$ cat config.mk
export PLATFORM = sky130hd
export DESIGN_NAME = seq_binary_to_bcd
export DESIGN_NICKNAME = d
export VERILOG_FILES = /design/src/rtl/seq_binary_to_bcd.sv
export SDC_FILE = /design/constraint.sdc
export NUM_CORES = 1
export LEC_CHECK = 0
export ABC_CLOCK_PERIOD_IN_PS = 2100
export CAP_MARGIN = 20
export CORE_MARGIN = 2
export CORE_UTILIZATION = 54
export CTS_BUF_LIST = sky130_fd_sc_hd__clkbuf_4 sky130_fd_sc_hd__clkbuf_8
export DETAILED_ROUTE_END_ITERATION = 12
export PLACE_DENSITY = 0.83
export SLEW_MARGIN = 20
export SYNTH_ARGS = -nofsm -noshare
export SYNTH_HDL_FRONTEND = slang
export SYNTH_SLANG_ARGS = --single-unit
$ cat constraint.sdc
create_clock -name axis_aclk -period 2.1 [get_ports axis_aclk]
set_input_delay 0.42 -clock axis_aclk [delete_from_list [all_inputs] [get_ports axis_aclk]]
set_output_delay 0.42 -clock axis_aclk [all_outputs]
set_load 0.01 [all_outputs]
$ cat src/rtl/seq_binary_to_bcd.sv
// Sequential binary-to-BCD converter using the double-dabble algorithm.
// It performs one shift per clock and uses a valid/ready handshake on both input and output.
module seq_binary_to_bcd #(
    parameter int BIN_WIDTH = 24,
    parameter int DIGITS    = 8
) (
    input  logic                          axis_aclk,
    input  logic                          axis_resetn,
    input  logic                          in_valid,
    output logic                          in_ready,
    input  logic [BIN_WIDTH-1:0]          in_binary,
    output logic                          out_valid,
    input  logic                          out_ready,
    output logic [4*DIGITS-1:0]           out_bcd,
    output logic [$clog2(DIGITS+1)-1:0]   out_ndigits,
    output logic                          out_overflow
);

    localparam int CNT_W = $clog2(BIN_WIDTH + 1);
    localparam int ND_W  = $clog2(DIGITS + 1);

    typedef enum logic [1:0] {
        S_IDLE,
        S_SHIFT,
        S_DONE
    } state_e;

    state_e               state_q, state_d;
    logic [BIN_WIDTH-1:0] bin_q, bin_d;
    logic [4*DIGITS-1:0]  bcd_q, bcd_d;
    logic [4*DIGITS-1:0]  bcd_adj;
    logic                 ovf_q, ovf_d;
    logic [CNT_W-1:0]     cnt_q, cnt_d;
    logic [ND_W-1:0]      ndigits;

    // Add-3 correction so that each digit carries correctly on the following shift.
    always_comb begin
        bcd_adj = bcd_q;
        for (int i = 0; i < DIGITS; i++) begin
            if (bcd_q[4*i +: 4] >= 4'd5) begin
                bcd_adj[4*i +: 4] = bcd_q[4*i +: 4] + 4'd3;
            end
        end
    end

    // NOTE: every signal gets a default before the case statement; a missing branch would otherwise infer a latch.
    always_comb begin
        state_d = state_q;
        bin_d   = bin_q;
        bcd_d   = bcd_q;
        ovf_d   = ovf_q;
        cnt_d   = cnt_q;
        unique case (state_q)
            S_IDLE: begin
                if (in_valid) begin
                    bin_d   = in_binary;
                    bcd_d   = '0;
                    ovf_d   = 1'b0;
                    cnt_d   = CNT_W'(BIN_WIDTH);
                    state_d = S_SHIFT;
                end
            end
            S_SHIFT: begin
                // The bit leaving the top digit stands for 10^DIGITS, which the digit registers cannot hold.
                bcd_d = {bcd_adj[4*DIGITS-2:0], bin_q[BIN_WIDTH-1]};
                ovf_d = ovf_q | bcd_adj[4*DIGITS-1];
                bin_d = bin_q << 1;
                cnt_d = cnt_q - CNT_W'(1);
                if (cnt_q == CNT_W'(1)) begin
                    state_d = S_DONE;
                end
            end
            S_DONE: begin
                if (out_ready) begin
                    state_d = S_IDLE;
                end
            end
            default: state_d = S_IDLE;
        endcase
    end

    // NOTE: sequential state uses non-blocking assignments only, so every flop samples its pre-edge inputs.
    always_ff @(posedge axis_aclk or negedge axis_resetn) begin
        if (!axis_resetn) begin
            state_q <= S_IDLE;
            bin_q   <= '0;
            bcd_q   <= '0;
            ovf_q   <= 1'b0;
            cnt_q   <= '0;
        end else begin
            state_q <= state_d;
            bin_q   <= bin_d;
            bcd_q   <= bcd_d;
            ovf_q   <= ovf_d;
            cnt_q   <= cnt_d;
        end
    end

    // Significant-digit count: position of the highest nonzero digit, never less than one.
    always_comb begin
        ndigits = ND_W'(1);
        for (int i = 1; i < DIGITS; i++) begin
            if (bcd_q[4*i +: 4] != 4'd0) begin
                ndigits = ND_W'(i + 1);
            end
        end
    end

    assign in_ready     = (state_q == S_IDLE);
    assign out_valid    = (state_q == S_DONE);
    assign out_bcd      = bcd_q;
    assign out_ndigits  = ndigits;
    assign out_overflow = ovf_q;

endmodule

==> results of run 1 <==
critical path: stages, from the launching register on:
cell                       delay, ns
sky130_fd_sc_hd__dfrtp_1        0.40
sky130_fd_sc_hd__inv_2          0.11
sky130_fd_sc_hd__ha_4           0.16
sky130_fd_sc_hd__or3b_4         0.41
sky130_fd_sc_hd__a31oi_4        0.16
sky130_fd_sc_hd__o211ai_1       0.12
sky130_fd_sc_hd__a31oi_1        0.21
sky130_fd_sc_hd__buf_2          0.16
registers in the layout, summed over array words and instances (netlist names):
| register | flops |
|---|---|
| state_q | 2 |
| cnt_q | 5 |
| out_bcd | 32 |
| out_overflow | 1 |
| bin_q | 24 |
area by class of cell:
type	count	area share
multi-input combinational	242	0.348
timing repair buffer	124	0.229
sequential	64	0.333
tap	75	0.0195
inverter	19	0.0148
clock buffer	9	0.0257
clock inverter	7	0.0299
final timing paths:
path                         startpoint              to
setup / recovery            out_bcd[12]  out_ndigits[0]
max in group asynchronous   axis_resetn      state_q[1]
min in group asynchronous   axis_resetn        bin_q[4]
hold reg to reg            out_overflow    out_overflow
hold / removal             out_overflow    out_overflow
setup reg to reg            out_bcd[12]     out_bcd[13]
synth_stat cells:
cell,instances,area (um^2)
sky130_fd_sc_hd__a21oi_1,23,115
sky130_fd_sc_hd__a22o_1,2,17.5
sky130_fd_sc_hd__a22oi_1,23,173
sky130_fd_sc_hd__a31oi_1,2,12.5
sky130_fd_sc_hd__a32o_1,8,80.1
sky130_fd_sc_hd__and4_1,1,8.76
sky130_fd_sc_hd__buf_2,13,65.1
sky130_fd_sc_hd__buf_4,1,7.51
sky130_fd_sc_hd__buf_6,3,33.8
sky130_fd_sc_hd__clkbuf_1,4,15.0
sky130_fd_sc_hd__dfrtp_1,64,1600
sky130_fd_sc_hd__ha_1,18,225
sky130_fd_sc_hd__inv_1,19,71.3
sky130_fd_sc_hd__nand2_1,29,109
sky130_fd_sc_hd__nand2b_1,10,62.6
sky130_fd_sc_hd__nand3_1,10,50.1
sky130_fd_sc_hd__nor2_1,7,26.3
sky130_fd_sc_hd__nor2b_1,13,81.3
sky130_fd_sc_hd__nor2b_2,1,8.76
sky130_fd_sc_hd__nor3_1,1,5.00
sky130_fd_sc_hd__nor3b_1,3,22.5
sky130_fd_sc_hd__nor4_1,1,6.26
sky130_fd_sc_hd__nor4b_1,1,8.76
sky130_fd_sc_hd__o211ai_1,1,7.51
sky130_fd_sc_hd__o21ai_0,34,170
sky130_fd_sc_hd__o21ai_1,2,10.0
sky130_fd_sc_hd__o21ba_2,1,10.0
sky130_fd_sc_hd__o21bai_2,1,11.3
sky130_fd_sc_hd__o22ai_1,12,75.1
sky130_fd_sc_hd__o311ai_1,8,70.1
sky130_fd_sc_hd__o31ai_1,9,67.6
sky130_fd_sc_hd__o32ai_1,4,35.0
sky130_fd_sc_hd__or3b_1,3,26.3
sky130_fd_sc_hd__xnor2_1,8,70.1
sky130_fd_sc_hd__xor2_1,6,52.6
layer usage:
layer	global-route usage	wire length, um	vias up	part of all wire
met5	0	0	-	0
met4	0.172	516	0	0.051
met3	0.0475	657	41	0.064
met2	0.470	4990	166	0.49
met1	0.362	4030	1555	0.40
li1	-	-	1504	-
metrics by stage:
stage,std cells,instance area [um^2]
global placement,516,4440
floorplan,346,3410
CTS,537,4780
finish,540,4820
global route,540,4820
detailed placement,516,4440
power breakdown:
part	switching [mW]	internal [mW]	leakage, nW
Combinational	2.20	2.15	1.13
Clock	0.531	0.910	0.126
Sequential	0.409	1.76	0.814
repair_timing:
action / in CTS / in global routing
gates resized for setup: 25 / 5
setup buffers: 4 / 3
setup endpoints to repair: 4 / 4
hold endpoints to repair: 14 / 0
hold buffers: 1 / 0
pin swaps: 6 / 2
cell families (layout without fill, tap and decap cells):
| logic type | after synthesis | after routing | share of synthesized area |
|---|---|---|---|
| simple gates | 80 | 80 | 0.122 |
| compound gates | 130 | 130 | 0.250 |
| buf+inv | 40 | 159 | 0.0565 |
| xor+xnor | 14 | 14 | 0.0359 |
| flops | 64 | 64 | 0.469 |
| fa+ha+maj | 18 | 18 | 0.0660 |
==> Flow_metrics.wiki, run 1 <==
{| class="wikitable"
! Metric !! Value
|-
| Outcome || finished with violations
|-
| Violated checks || negative setup slack
|-
| Most frequent cells in the layout || sky130_fd_sc_hd__dfrtp_1, sky130_fd_sc_hd__clkdlybuf4s50_1, sky130_fd_sc_hd__buf_4
|-
| Via/cell ratio || 6.05
|-
| Die width || 83.5 um
|-
| Required time at the worst-slack endpoint || 1.68 ns
|-
| Number of antenna violations at the first check in global routing || 0
|-
| Final HPWL DP || 6.04 mm
|-
| Total number of clock tree sinks || 64
|-
| CTS root buffer || sky130_fd_sc_hd__clkbuf_8
|-
| Synth Instances || 346
|-
| DRC marker count from the first detailed-route iteration || 226
|-
| H-tree levels || 3
|-
| Highest attainable clock frequency || 0.402 GHz
|-
| Worst slew pin tran || 0.442 ns
|-
| Power density over cell area || 1650 nW/um^2
|-
| Number of global-route vias before repair || 3305
|-
| Worst-path maximum fanout || 2
|-
| Utilization of the core after routing || 0.799
|-
| Number of cells traversed by the worst register-to-register path || 8
|-
| Share of synthesized area occupied by flip-flops and latches || 0.469
|-
| Worst path setup slack after routing || -0.390 ns
|-
| Leakage component of the power || 2.07 nW
|-
| Setup repair after global routing missed its margin || true
|-
| Initial standard-cell utilization of the core || 0.566
|-
| Number of iterations in the first detailed-routing pass || 7
|-
| Power Total || 7.95 mW
|-
| Worst path arrival time || 2.07 ns
|-
| CTS Buffer Depth || 2
|-
| Via count of the routed design || 3266
|-
| Die outline area || 6970 um^2
|-
| Number of rows in the core area || 28
|-
| IO buf count || 66
|-
| TritonCTS clock tree || built
|-
| Vertical die dimension || 83.5 um
|-
| Routed Wire Length || 10.2 mm
|-
| Number of violations of the max-capacitance limit || 0
|-
| Post-synthesis cell area || 3410 um^2
|-
| Clock Latency Late Sink || 0.35 ns
|-
| Final TNS setup || -1.07 ns
|-
| Max Slew Vio Count || 0
|-
| DRC violations left || 0
|-
| Area growth from synthesis to final layout || 41.1%
|-
| Worst hold path depth || 2
|-
| Final-layout worst hold slack || 0.475 ns
|-
| Max rail drop VDD || 0.938 mV
|-
| Setup slack on the worst flop-to-flop path || 0.25 ns
|-
| Area occupied by multi-input gates || 1680 um^2
|-
| Routed WL per cell || 18.9 um
|-
| Share of layout cells above drive strength 1 || 0.202
|-
| Classification of the worst-slack hold path || flop to flop
|-
| Overall global routing resource usage || 0.288
|-
| Fillers || 369
|-
| Area taken by flip-flops and latches || 1600 um^2
|-
| CTS buffer count || 9
|-
| Clock slew at the register clock pins of the worst setup and hold paths || 0.08 ns
|-
| Largest net degree at the start of global routing || 33
|-
| Routability Congestion || 0.817
|-
| Routed Antenna Nets || 0
|-
| Commonest non-fill, non-tap cell in the layout || sky130_fd_sc_hd__dfrtp_1
|-
| Synthesized area per cell || 9.86 um^2
|-
| Worst slack, placed || -0.342 ns
|-
| Number of synthesized register bits || 64
|-
| Nature of the critical path endpoint || output port
|-
| Post-synth net total || 392
|-
| Count of endpoints failing setup in the final report || 3
|-
| Area inside the core boundary || 6030 um^2
|-
| Number of ports placed on the die boundary || 67
|-
| Worst slew margin || 0.701
|-
| Count of synthesis-stage warnings from yosys || 0
|-
| Period utilisation layout || 1.19
|-
| Final Hold Violating Endpoints || 0
|-
| Antenna cell count || 0
|-
| First-pass GRT wire length || 16.1 mm
|-
| Distinct cells, synth || 35
|-
| Net total in the final layout || 506
|-
| Total gr overflow || 0
|-
| Type of origin of the critical path || flop
|-
| Clock tree skew after final layout || 0.00807 ns
|-
| Post-layout minimum cycle time || 2.49 ns
|-
| Type of the worst setup path || flop to output port
|}
Power figures use the tool's default switching activity.
==> inputs of run 2 (changes only) <==
Settings changed: CORE_MARGIN 2 to 4, PLACE_DENSITY 0.83 to 0.92.
==> run 2 against run 1 <==
Net effect: the flow still finishes with violations (negative setup slack); highest routed layer unchanged; clock skew up 0.00080 ns; final area down 0.88%; sequential power about the same; hold slack worse by 0.41 ns; die area up 9.8%; fmax up 2.7%; critical path type unchanged; routed wire length up 6.0%; combinational power up 0.9%; count of clock-buffer cells in the layout up 5; largest cell class unchanged; non-clock buffer count down 5; register-to-register slack better by 0.04 ns.
==> Flow_metrics.wiki, run 2 (synthesis gave the netlist of run 1 again) <==
{| class="wikitable"
! Metric !! Value
|-
| Highest attainable clock frequency || 0.413 GHz (was 0.402 GHz)
|-
| Worst slew pin tran || 0.556 ns (was 0.442 ns)
|-
| Power density over cell area || 1650 nW/um^2 (about the same)
|-
| Period utilisation layout || 1.15 (was 1.19)
|-
| CTS root buffer || sky130_fd_sc_hd__clkbuf_8 (unchanged)
|-
| Number of ports placed on the die boundary || 67 (unchanged)
|-
| Number of rows in the core area || 28 (unchanged)
|-
| Worst path arrival time || 2.00 ns (was 2.07 ns)
|-
| Routed Wire Length || 10.8 mm (was 10.2 mm)
|-
| Share of layout cells above drive strength 1 || 0.200 (was 0.202)
|-
| Worst slew margin || 0.624 (was 0.701)
|-
| Area growth from synthesis to final layout || 39.9% (was 41.1%)
|-
| IO buf count || 66 (unchanged)
|-
| Violated checks || negative setup slack (unchanged)
|-
| Worst-path maximum fanout || 2 (unchanged)
|-
| Power Total || 7.88 mW (was 7.95 mW)
|-
| Routed WL per cell || 20.2 um (was 18.9 um)
|-
| Max reg flops || 32 (unchanged)
|-
| Count of endpoints failing setup in the final report || 3 (unchanged)
|-
| TritonCTS clock tree || built (unchanged)
|-
| Area taken by flip-flops and latches || 1600 um^2 (about the same)
|-
| Clock Latency Late Sink || 0.35 ns (about the same)
|-
| Number of violations of the max-capacitance limit || 0 (unchanged)
|-
| Routed Antenna Nets || 0 (unchanged)
|-
| # hold bufs at CTS || 0 (was 1)
|-
| First-pass GRT wire length || 17.4 mm (was 16.1 mm)
|-
| Area occupied by multi-input gates || 1690 um^2 (was 1680 um^2)
|-
| Fillers || 344 (was 369)
|-
| Outcome || finished with violations (unchanged)
|-
| Number of antenna violations at the first check in global routing || 0 (unchanged)
|-
| Total number of clock tree sinks || 64 (unchanged)
|-
| CTS buffer count || 9 (unchanged)
|-
| CTS Buffer Depth || 2 (unchanged)
|-
| Setup repair after global routing missed its margin || true (unchanged)
|-
| Most frequent cells in the layout || sky130_fd_sc_hd__dfrtp_1, sky130_fd_sc_hd__clkdlybuf4s50_1, sky130_fd_sc_hd__buf_4 (unchanged)
|-
| Area inside the core boundary || 6030 um^2 (unchanged)
|-
| DRC marker count from the first detailed-route iteration || 357 (was 226)
|-
| Largest net degree at the start of global routing || 65 (was 33)
|-
| Overall global routing resource usage || 0.300 (was 0.288)
|-
| Number of iterations in the first detailed-routing pass || 5 (was 7)
|-
| Final HPWL DP || 6.50 mm (was 6.04 mm)
|-
| Via count of the routed design || 3367 (was 3266)
|-
| Routability Congestion || 0.810 (was 0.817)
|-
| Number of global-route vias before repair || 3501 (was 3305)
|-
| Vertical die dimension || 87.5 um (was 83.5 um)
|-
| Type of origin of the critical path || flop (unchanged)
|-
| Number of cells traversed by the worst register-to-register path || 4 (was 8)
|-
| Type of the worst setup path || flop to output port (unchanged)
|-
| Leakage component of the power || 2.05 nW (was 2.07 nW)
|-
| DRC violations left || 0 (unchanged)
|-
| Initial standard-cell utilization of the core || 0.566 (unchanged)
|-
| Antenna cell count || 0 (unchanged)
|-
| Count of placed standard cells in the final layout, fillers left out || 535 (was 540)
|-
| H-tree levels || 3 (unchanged)
|-
| Commonest non-fill, non-tap cell in the layout || sky130_fd_sc_hd__dfrtp_1 (unchanged)
|-
| Die outline area || 7650 um^2 (was 6970 um^2)
|-
| Total gr overflow || 0 (unchanged)
|-
| Max rail drop VDD || 1.07 mV (was 0.938 mV)
|-
| Die width || 87.5 um (was 83.5 um)
|-
| Max Slew Vio Count || 0 (unchanged)
|-
| Setup slack on the worst flop-to-flop path || 0.29 ns (was 0.25 ns)
|-
| Clock tree skew after final layout || 0.00886 ns (was 0.00807 ns)
|-
| Classification of the worst-slack hold path || primary input to async pin (was flop to flop)
|-
| Cells after DPL || 513 (was 516)
|-
| Final Hold Violating Endpoints || 0 (unchanged)
|-
| Worst path setup slack after routing || -0.324 ns (was -0.390 ns)
|-
| Required time at the worst-slack endpoint || 1.68 ns (about the same)
|-
| Post-layout minimum cycle time || 2.42 ns (was 2.49 ns)
|-
| Via/cell ratio || 6.29 (was 6.05)
|-
| Clock slew at the register clock pins of the worst setup and hold paths || 0.08 ns (about the same)
|-
| Net total in the final layout || 501 (was 506)
|-
| Nature of the critical path endpoint || output port (unchanged)
|}
==> run 2: layer usage <==
layer,vias to the layer above,track usage,routed length [um]
met4,0,0.176,499
met5,-,0,0
met2,184,0.504,5410
met3,49,0.0577,625
met1,1648,0.355,4280
li1,1486,-,-
==> run 2: final timing paths <==
path | to | from
setup / recovery | out_ndigits[0] | out_bcd[13]
hold / removal | bin_q[8] | axis_resetn
setup reg to reg | out_bcd[2] | state_q[1]
hold reg to reg | out_overflow | out_overflow
max in group asynchronous | out_bcd[28] | axis_resetn
min in group axis_aclk | out_overflow | out_overflow
==> run 2: repair_timing <==
item	CTS	global route
pin swaps	4	3
resized for setup	29	4
endpoints found under the setup margin	4	3
setup buffers	5	1
==> run 2: through the flow <==
stage / utilization / setup slack, ns / TNS, ns / area [um^2] / hold slack, ns
after CTS: 0.787 / -0.243 / -0.426 / 4740 / 0.0833
after global placement: 0.736 / -0.293 / -0.499 / 4430 / 0.459
after global routing: 0.792 / -0.403 / -1.04 / 4770 / 0.0951
after floorplan: - / 0.0769 / 0 / 3410 / 0.124
after detailed placement: 0.736 / -0.368 / -0.713 / 4430 / 0.458
final: 0.792 / -0.324 / -0.842 / 4770 / 0.0643
==> run 2: area by class of cell <==
cell class	instances	share of cell area
well taps	75	0.0197
clock inverters	2	0.0126
flip-flops and latches	64	0.336
repair buffers	119	0.225
inverters	19	0.0149
multi-input cells	242	0.354
clock buffers	14	0.0377
==> run 2: report_power, final <==
part           switching [mW]  internal (mW)  leakage, nW
Sequential              0.447           1.76        0.816
Clock                   0.502          0.794        0.124
Combinational            2.22           2.17         1.11
==> run 2: worst max-delay path, stage by stage, from the launching register on <==
cell and delay, ns:
sky130_fd_sc_hd__dfrtp_1 0.39, sky130_fd_sc_hd__inv_2 0.10, sky130_fd_sc_hd__ha_4 0.15, sky130_fd_sc_hd__or3b_4 0.39, sky130_fd_sc_hd__a31oi_4 0.15, sky130_fd_sc_hd__o211ai_1 0.10, sky130_fd_sc_hd__a31oi_1 0.20, sky130_fd_sc_hd__buf_2 0.17
